===== src/rtl/sdram_refresh_sched.sv =====
// Refresh scheduler: counts refresh intervals, tracks owed refreshes as debt and
// issues them through a refresh/refresh_ack handshake when idle or when urgent.
module sdram_refresh_sched #(
  parameter int INTERVAL = 780,
  parameter int MAX_DEBT = 8,
  parameter int URGENT   = 6,
  localparam int DEBT_W  = $clog2(MAX_DEBT + 1)
) (
  input  logic              clk,
  input  logic              reset_n,
  input  logic              enable,
  input  logic              idle,
  output logic              refresh,
  input  logic              refresh_ack,
  output logic [DEBT_W-1:0] debt,
  output logic              urgent,
  output logic              overflow,
  input  logic              clr_overflow
);

  localparam int CNT_W = (INTERVAL > 1) ? $clog2(INTERVAL) : 1;
  localparam logic [CNT_W-1:0]  CNT_MAX   = CNT_W'(INTERVAL - 1);
  localparam logic [DEBT_W-1:0] DEBT_MAX  = DEBT_W'(MAX_DEBT);
  localparam logic [DEBT_W-1:0] DEBT_URG  = DEBT_W'(URGENT);

  typedef enum logic [1:0] {
    S_IDLE = 2'd0,
    S_REQ  = 2'd1,
    S_GAP  = 2'd2
  } state_t;

  state_t             state_q, state_d;
  logic [CNT_W-1:0]   cnt_q, cnt_d;
  logic [DEBT_W-1:0]  debt_q, debt_d;
  logic               overflow_q, overflow_d;
  logic               refresh_q, refresh_d;
  logic               tick;
  logic               dec;
  logic               ovf_set;

  assign urgent   = (debt_q >= DEBT_URG);
  assign debt     = debt_q;
  assign overflow = overflow_q;
  assign refresh  = refresh_q;

  always_comb begin
    cnt_d      = cnt_q;
    tick       = 1'b0;
    debt_d     = debt_q;
    ovf_set    = 1'b0;
    overflow_d = overflow_q;
    state_d    = state_q;

    if (enable) begin
      if (cnt_q == CNT_MAX) begin
        cnt_d = '0;
        tick  = 1'b1;
      end else begin
        cnt_d = cnt_q + CNT_W'(1);
      end
    end

    // An ack only counts while a request is outstanding; a tick and an ack in
    // the same cycle cancel, so saturation is not flagged in that case.
    dec = (state_q == S_REQ) && refresh_ack;

    if (tick && !dec) begin
      if (debt_q == DEBT_MAX) begin
        ovf_set = 1'b1;
      end else begin
        debt_d = debt_q + DEBT_W'(1);
      end
    end else if (dec && !tick) begin
      debt_d = debt_q - DEBT_W'(1);
    end

    if (clr_overflow) begin
      overflow_d = 1'b0;
    end else if (ovf_set) begin
      overflow_d = 1'b1;
    end

    case (state_q)
      S_IDLE: if ((debt_q != '0) && (idle || urgent)) state_d = S_REQ;
      S_REQ:  if (refresh_ack) state_d = S_GAP;
      S_GAP:  state_d = S_IDLE;
      default: state_d = S_IDLE;
    endcase

    refresh_d = (state_d == S_REQ);
  end

  always_ff @(posedge clk) begin
    if (!reset_n) begin
      state_q    <= S_IDLE;
      cnt_q      <= '0;
      debt_q     <= '0;
      overflow_q <= 1'b0;
      refresh_q  <= 1'b0;
    end else begin
      state_q    <= state_d;
      cnt_q      <= cnt_d;
      debt_q     <= debt_d;
      overflow_q <= overflow_d;
      refresh_q  <= refresh_d;
    end
  end

endmodule

===== config.mk =====
export PLATFORM = sky130hd
export DESIGN_NAME = sdram_refresh_sched
export DESIGN_NICKNAME = d
export VERILOG_FILES = /design/src/rtl/sdram_refresh_sched.sv
export SDC_FILE = /design/constraint.sdc
export NUM_CORES = 1
export LEC_CHECK = 0
export ABC_CLOCK_PERIOD_IN_PS = 2400
export BUFFER_PORTS_ARGS = -buffer_cell sky130_fd_sc_hd__buf_2
export CORE_MARGIN = 3
export CORE_UTILIZATION = 45
export DETAILED_ROUTE_END_ITERATION = 10
export PLACE_DENSITY = 0.66
export SLEW_MARGIN = 20
export SYNTH_ARGS = -nofsm -noshare
export SYNTH_HDL_FRONTEND = slang
export SYNTH_SLANG_ARGS = --single-unit

===== constraint.sdc =====
create_clock -name clk -period 2.4 [get_ports clk]
set_input_delay 0.12 -clock clk [delete_from_list [all_inputs] [get_ports clk]]
set_output_delay 0.12 -clock clk [all_outputs]
set_load 0.01 [all_outputs]

# Word level (Yosys, flattened, before mapping)

Index checks and enable logic that the tools add are counted.

Add/sub/neg operators: 3
Order comparisons: 1
Equality and inequality tests: 5
Muxes and demuxes: 11
Bitwise logic cells: 1
Reduce and logical (&&, ||, !) cells: 12

Operators with widths:

| cell                                                 | number |
|---|---|
| 2-to-1 mux 4 bit                                     | 3 |
| adder 10 x 1 -> 10 bit (second input constant)       | 1 |
| equality test 10 bit (second input constant)         | 1 |
| 2-to-1 mux 10 bit                                    | 1 |
| adder 4 x 1 -> 4 bit (second input constant)         | 1 |
| equality test 2 x 1 -> 1 bit (second input constant) | 2 |
| equality test 4 bit (second input constant)          | 1 |
| >= comparator 4 x 3 -> 1 bit (second input constant) | 1 |
| logical AND 1 bit                                    | 4 |
| 2-to-1 mux 1 bit                                     | 4 |
| 2-to-1 mux 2 bit                                     | 2 |
| case mux 2 bit (2 select lines)                      | 1 |
| nonzero test 4 bit                                   | 1 |
| subtractor 4 x 1 -> 4 bit (second input constant)    | 1 |
| logical NOT 1 bit                                    | 2 |
| logical NOT 2 bit                                    | 1 |
| != test 2 bit (second input constant)                | 1 |
| AND reduction 2 bit                                  | 1 |
| nonzero test 2 bit                                   | 1 |
| OR reduction 2 bit                                   | 1 |
| logical OR 1 bit                                     | 1 |
| inverter 1 bit                                       | 1 |

Register bits after elaboration: 18
Output and inout port bits: 7
Word-level logic and storage cells: 38

# Depth between registers and ports, before layout

Gate-level depths: netlist (run 1).

Depth in word-level cells: 7
Depth in mapped cells: 11
Mapped depth without buffers: 11

# Worst setup path after synthesis (run 1)

OpenSTA, ideal clock, no wires.

Path type: register -> register
Start: register cnt_q[0]
End: register debt_q[3], in the netlist debt[3]
Library setup time: 0.115 ns
Data arrival time: 1.993 ns
Setup slack: 0.293 ns
Cell stages (with the launch flop): 12
Path buffers: 0
Cell sequence: dfxtp_1 ha_1 and3_1 nand3_2 nor2_1 inv_1 ha_1 a21o_1 a21oi_1 xnor2_1 and3_1 o21a_1

Word-level cells in the longest chain between the ends: 7
Elaborated cells on any way between the ends: 10

RTL lines:

| what                          | line | text |
|---|---|---|
| start, declared               | 33   | `logic [CNT_W-1:0] cnt_q, cnt_d;` |
| start signal, assigned        | 102  | `cnt_q <= cnt_d;` |
| equality test 10 bit *        | 55   | `if (cnt_q == CNT_MAX) begin` |
| 2-to-1 mux 1 bit *            | 55   |  |
| 2-to-1 mux 1 bit *            | 54   | `if (enable) begin` |
| logical NOT 1 bit             | 73   | `end else if (dec && !tick) begin` |
| logical AND 1 bit             | 73   |  |
| nonzero test 2 bit (no line)  | --   |  |
| AND reduction 2 bit (no line) | --   |  |
| end signal, assigned          | 103  | `debt_q <= debt_d;` |
| end, declared                 | 34   | `logic [DEBT_W-1:0] debt_q, debt_d;` |

Mark *: on every way between the ends. The rest lies on a longest branch, timed or not.
A chain may end at the register's enable or synchronous reset.

# Worst setup path after layout (run 1)

Same ends and word-level chain as after synthesis.

==> summary.md, run 1 <==
| Metric | Value |
|---|---|
| Final worst-path cycle share | `0.922` |
| TritonCTS buffer count | `3` |
| Port-buffer cells | `12` |
| RR Endpoint | `debt[3]` |
| Initial antenna violation count | `0` |
| Worst hold stages | `3` |
| Initial DRC Count | `5` |
| Crit path kind | `flop to flop` |
| R2R setup slack | `190 ps` |
| Core area | `0.00175 sq mm` |
| Initial core utilization | `0.485` |
| Hold Crit Start | `refresh_ack` |
| Mapped Cells | `90` |
| WL per Instance | `11.2 um` |
| Critical path, cell by cell | `ha_2, and3_1, nand3_2, nor2_2, inv_2, ha_1, a21o_1, a21oi_2, xnor2_1, and3_1, o21a_1` |
| Tot GR Track Use | `0.143` |
| Worst Hold Slack | `100 ps` |
| FP Rows | `15` |
| Arr. time, crit path | `2410 ps` |
| Yosys cell types | `26` |
| Drt pass-1 iters | `4` |
| Layout cell share with drive strength beyond 1 | `0.239` |
| CP endpoint kind | `flop` |
| RR Startpoint | `cnt_q[0]` |
| P_leak | `0.451 nW` |
| Die Area | `0.00244 sq mm` |
| DR vias | `645` |
| Crit path largest cell delay | `350 ps` |
| Post-Syn Area per Cell | `9.40 sq um` |
| Reg2Reg Depth | `11` |
| Setup tns final | `0 ps` |
| Die width | `49.4 um` |
| Maximum vdd drop | `362 uV` |
| Clk pin slew, worst setup/hold paths | `100 ps` |
| I/O pins | `13` |
| Clk Latency, worst-skew pair | `290 ps` |
| Register area | `363 sq um` |
| Worst Path Required | `2600 ps` |
| Final net count | `120` |
| Clock root cell | `clkbuf_4` |
| Placer Congestion | `0.698` |
| Bufs on Longest Clock Path | `2` |
| Setup-failing EPs final | `0` |
| Most frequent cells in the layout | `dfxtp_1 (16), nor2_1 (14), buf_2 (12)` |
| TritonCTS clock tree | `yes` |
| DP HPWL | `1110 um` |
| Net count after synthesis | `100` |
| P&R area growth vs syn | `19.4%` |
| Fmax | `452 MHz` |
| Max_cap viols | `0` |
| Post-route ant nets | `0` |
| Largest net degree at the start of global routing | `11` |
| Most Frequent Cell on Critical Path | `and3_1` |
| Max FO, Critical Path | `4` |
| Area occupied by multi-input gates | `487 sq um` |
| Crit path launch | `cnt_q[0]` |
| Commonest non-fill, non-tap cell in the layout | `dfxtp_1` |
| N_diodes | `0` |
| GRT overflow | `0` |
| Total Wirelength | `1500 um` |
| Wire length of the first global-routing pass | `2640 um` |
| Status | `completed` |
| Vias in the first global route | `586` |
| Hold Path Class | `primary input to flop` |
| CTS H-tree lvls | `1` |
| Yosys warnings | `0` |
| Drt drc | `0` |
| Yosys reg bits | `18` |
| Die Ht | `49.4 um` |
| Seq/Total Area, Yosys | `0.426` |
| Number of fill cells | `164` |
| Fin. Hold Viols | `0` |
| Min Clock Period, post-route | `2210 ps` |
| PD cells | `584 mW/mm^2` |
| Mapped cell area | `846 sq um` |
| Hold Path End | `state_q[1]` |
| Clock sink count | `18` |
| CP max stage cell | `dfxtp_2` |
| Element type at the critical path start | `flop` |
| Relative slew slack | `0.738` |
| Clock skew | `5.58 ps` |
| Slew Viols, Final | `0` |
| Vias per cell | `4.81` |
| Least-Margin Pin Slew | `387 ps` |
[per-stage QoR]
stage | cell area (sq um) | util | std cells | setup WS (ps) | total power [mW]
floorplan | 846 | - | 90 | 293 | 0.381
global placement | 937 | 0.537 | 127 | 157 | 0.403
detailed placement | 937 | 0.537 | 127 | 51.5 | 0.406
CTS | 983 | 0.563 | 132 | 29.2 | 0.593
global route | 1010 | 0.578 | 134 | -10.7 | 0.625
finish | 1010 | 0.578 | 134 | 186 | 0.590
[worst max-delay path: cells and delay by family (launching register included)]
family / cells / cell delay, ps
adders and majority gates: 2 / 460
DFF: 1 / 350
AOI/OAI and AO/OA: 3 / 500
xor gates and xnor gates: 1 / 90
and+or+nand+nor: 4 / 650
buffers and inverters: 1 / 80
[layer usage]
layer / track usage / vias to the layer above / routed length, um
li1: - / 345 / -
met5: 0 / - / 0
met4: 0.0569 / 0 / 17
met1: 0.177 / 292 / 706
met3: 0.0550 / 2 / 52
met2: 0.221 / 6 / 719
[registers in the layout, summed over array words and instances (netlist names)]
signal / flops
cnt_q: 10
debt: 4
state_q: 2
overflow: 1
refresh: 1
[cell families after synthesis]
| kind of cell | Yosys count | synth area share |
|---|---|---|
| simple gates | 43 | 0.265 |
| flops | 18 | 0.426 |
| xor+xnor | 12 | 0.124 |
| compound gates | 8 | 0.0666 |
| fa+ha+maj | 4 | 0.0681 |
| mux | 3 | 0.0414 |
| buf+inv | 2 | 0.00888 |
[Yosys cell counts]
cell,n,area share
a21o_1,1,0.0089
a21oi_1,3,0.018
and2_1,1,0.0074
and3_1,4,0.030
and3b_1,1,0.010
and4bb_1,1,0.015
dfxtp_1,18,0.43
fa_1,1,0.024
ha_1,3,0.044
inv_1,2,0.0089
mux2_4,1,0.018
mux2i_1,2,0.024
nand2_1,9,0.040
nand2b_1,1,0.0074
nand3_2,1,0.012
nand4_1,2,0.015
nor2_1,15,0.067
nor2b_1,1,0.0074
nor3_1,3,0.018
nor3b_1,3,0.027
nor4b_1,1,0.010
o211a_1,1,0.012
o21a_1,2,0.018
o22a_1,1,0.010
xnor2_1,8,0.083
xor2_1,4,0.041
[worst max-delay path by stage]
stage                          to  slack (ps)
final                     debt[3]         190
after global routing      debt[3]         -10
after CTS                 debt[3]          30
after detailed placement  debt[3]          50
after global placement    debt[3]         160
after floorplan           debt[3]         290
[area by class of cell]
type | instances | area share
multi-input combinational | 70 | 0.482
sequential | 18 | 0.359
timing repair buffer | 15 | 0.0843
clock buffer | 4 | 0.0359
tap | 25 | 0.0310
inverter | 2 | 0.00743
[repair_timing]
action / CTS / global route
endpoints found under the hold margin: 1 / 0
hold buffers: 1 / 0
setup endpoints to repair: 0 / 1
resized for setup: 0 / 6
buffers inserted: 0 / 2
[where the power goes]
group	switching [mW]	internal, mW	leakage (nW)	total [mW]
combinational	0.0398	0.0411	0.283	0.0808
sequential	0.0123	0.312	0.146	0.325
clock	0.0917	0.0924	0.0210	0.184
total	0.144	0.446	0.451	0.590
Power figures use the tool's default switching activity.
==> run 2, diff against run 1 <==
--- a/config.mk
+++ b/config.mk
@@ -10,6 +10,7 @@
 export CORE_MARGIN = 3
 export CORE_UTILIZATION = 45
 export DETAILED_ROUTE_END_ITERATION = 10
+export GPL_TIMING_DRIVEN = 0
 export PLACE_DENSITY = 0.66
 export SLEW_MARGIN = 20
 export SYNTH_ARGS = -nofsm -noshare
==> summary.md, run 2 (synthesized netlist as in run 1, its figures left out) <==
| Metric | Value |
|---|---|
| Status | `completed` |
| Element type at the critical path start | `flop` |
| P_leak | `0.440 nW (-2.4%)` |
| Die Area | `0.00244 sq mm (unchanged)` |
| Worst Path Required | `2600 ps (about the same)` |
| Min Clock Period, post-route | `2230 ps (+19.3 ps)` |
| Initial antenna violation count | `0 (unchanged)` |
| FP Rows | `15 (unchanged)` |
| Critical path, cell by cell | `ha_2, and3_1, nand3_2, nor2_2, inv_1, ha_1, a21o_1, a21oi_1, xnor2_1, and3_1, o21a_1` |
| Die Ht | `49.4 um (unchanged)` |
| Drt pass-1 iters | `2 (-2)` |
| PD cells | `592 mW/mm^2 (+1.4%)` |
| Layout cell share with drive strength beyond 1 | `0.196 (-0.0423)` |
| Die width | `49.4 um (unchanged)` |
| Fin. Hold Viols | `0 (unchanged)` |
| Post CTS Setup Buffer Count | `0 (unchanged)` |
| Commonest non-fill, non-tap cell in the layout | `dfxtp_1` |
| CTS H-tree lvls | `1 (unchanged)` |
| TritonCTS buffer count | `3 (unchanged)` |
| Number of fill cells | `171 (+4.3%)` |
| P&R area growth vs syn | `17.0%` |
| Total Wirelength | `1400 um (-6.2%)` |
| N_diodes | `0 (unchanged)` |
| Fmax | `448 MHz (-0.87%)` |
| Least-Margin Pin Slew | `352 ps (-34.8 ps)` |
| Most frequent cells in the layout | `dfxtp_1 (17), nor2_1 (14), buf_2 (12)` |
| Port-buffer cells | `12 (unchanged)` |
| WL per Instance | `10.6 um (-4.8%)` |
| Final net count | `118 (-1.7%)` |
| Sw Share | `0.245 (+0.000659)` |
| Wire length of the first global-routing pass | `2500 um (-5.0%)` |
| Vias in the first global route | `599 (+2.2%)` |
| Vias per cell | `4.82 (about the same)` |
| Bufs on Longest Clock Path | `2 (unchanged)` |
| Clock share of power | `0.319 (+0.007)` |
| Clock root cell | `clkbuf_4` |
| Placer Congestion | `0.701 (+0.39%)` |
| Hold Path Class | `primary input to flop` |
| Clk pin slew, worst setup/hold paths | `100 ps (about the same)` |
| Drt drc | `0 (unchanged)` |
| Psw | `0.143 mW (-0.37%)` |
| Sequential share of power | `0.555 (+0.004)` |
| Max_cap viols | `0 (unchanged)` |
| Most Frequent Cell on Critical Path | `and3_1` |
| Tot GR Track Use | `0.136 (-0.00708)` |
| DP HPWL | `1060 um (-4.9%)` |
| Worst path top cell family by delay | `simple AND/OR/NAND/NOR gates` |
| CP max stage cell | `dfxtp_1` |
| Crit path kind | `flop to flop` |
| Clk Latency, worst-skew pair | `290 ps (about the same)` |
| Initial DRC Count | `8 (+3)` |
| GRT overflow | `0 (unchanged)` |
| Placed cell count | `127 (unchanged)` |
| Final worst-path cycle share | `0.930 (+0.00805)` |
| RSZ-0062 raised after global routing | `no` |
| Setup-failing EPs final | `0 (unchanged)` |
| Largest net degree at the start of global routing | `11 (unchanged)` |
| Relative slew slack | `0.762 (+0.0235)` |
| DR vias | `636 (-1.4%)` |
| Setup tns final | `0 ps (unchanged)` |
| Clock sink count | `18 (unchanged)` |
| Crit path largest cell delay | `370 ps (+20 ps)` |
| Clock skew | `3.09 ps (-2.49 ps)` |
| Max FO, Critical Path | `4 (unchanged)` |
| Core area | `0.00175 sq mm (unchanged)` |
| Initial core utilization | `0.485 (unchanged)` |
| CP endpoint kind | `flop` |
| Arr. time, crit path | `2430 ps (+20 ps)` |
| I/O pins | `13 (unchanged)` |
| Int Power | `0.443 mW (-0.72%)` |
| WP buf/inv | `1 (unchanged)` |
| Slew Viols, Final | `0 (unchanged)` |
| Biggest register | `cnt_q` |
| Largest register FFs | `10 (unchanged)` |
| Maximum vdd drop | `505 uV (+39%)` |
| Post-route ant nets | `0 (unchanged)` |
| Final std cells w/o fill | `132 (-1.5%)` |
| TritonCTS clock tree | `yes` |
| Combinational power share | `0.127 (-0.010)` |
run 2: cell types whose count changed in the layout (fill, tap and decap cells not counted), sizes merged:
| cell | change |
|---|---|
| buf | -2 |
run 2: per-stage QoR:
stage	worst slack (ps)	area (sq um)	total power, mW	util	hold slack [ps]
floorplan	293	846	0.381	-	196
CTS	77.0	983	0.597	0.563	75.7
detailed placement	98.2	937	0.405	0.537	288
finish	167	990	0.586	0.567	93.4
global route	2.56	990	0.615	0.567	96.2
global placement	152	937	0.402	0.537	283
run 2: power by group through the flow:
stage,Clock (mW),Combinational [mW],Sequential (mW)
3_5_place_dp,0,0.0741,0.331
2_1_floorplan,0,0.0480,0.333
3_3_place_gp,0,0.0712,0.331
6_report,0.187,0.0743,0.325
5_1_grt,0.202,0.0856,0.328
4_1_cts,0.197,0.0752,0.325
run 2: worst paths after layout:
check	slack (ps)	start	cells past startpoint	end
setup / recovery	170	cnt_q[1]	11	debt[3]
hold / removal	90	refresh_ack	3	state_q[1]
setup reg to reg	170	cnt_q[1]	11	debt[3]
hold reg to reg	510	state_q[0]	2	state_q[1]
run 2: timing repair:
action	4_1_cts	5_1_grt
endpoints found under the hold margin	1	0
setup endpoints to repair	0	1
hold buffers	1	0
resized for setup	0	3
run 2: area by class of cell:
cell class                      count  area [sq um]  share of cell area
Inverter                            2          7.51             0.00759
Timing Repair Buffer               13          70.1              0.0708
Clock buffer                        4          36.3              0.0367
Tap cell                           25          31.3              0.0316
Multi-Input combinational cell     70           483               0.488
Sequential cell                    18           362               0.365
run 2: routing by layer:
layer | track usage | wire [um] | vias to the layer above
met4 | 0.0427 | 19 | 0
li1 | - | - | 338
met3 | 0.0550 | 57 | 2
met1 | 0.158 | 672 | 289
met5 | 0 | 0 | -
met2 | 0.225 | 654 | 7
run 2: worst min-delay path: cells and delay by family:
| family | cells | cell delay [ps] |
|---|---|---|
| AND/OR/NAND/NOR | 2 | 130 |
| buffers and inverters | 1 | 100 |
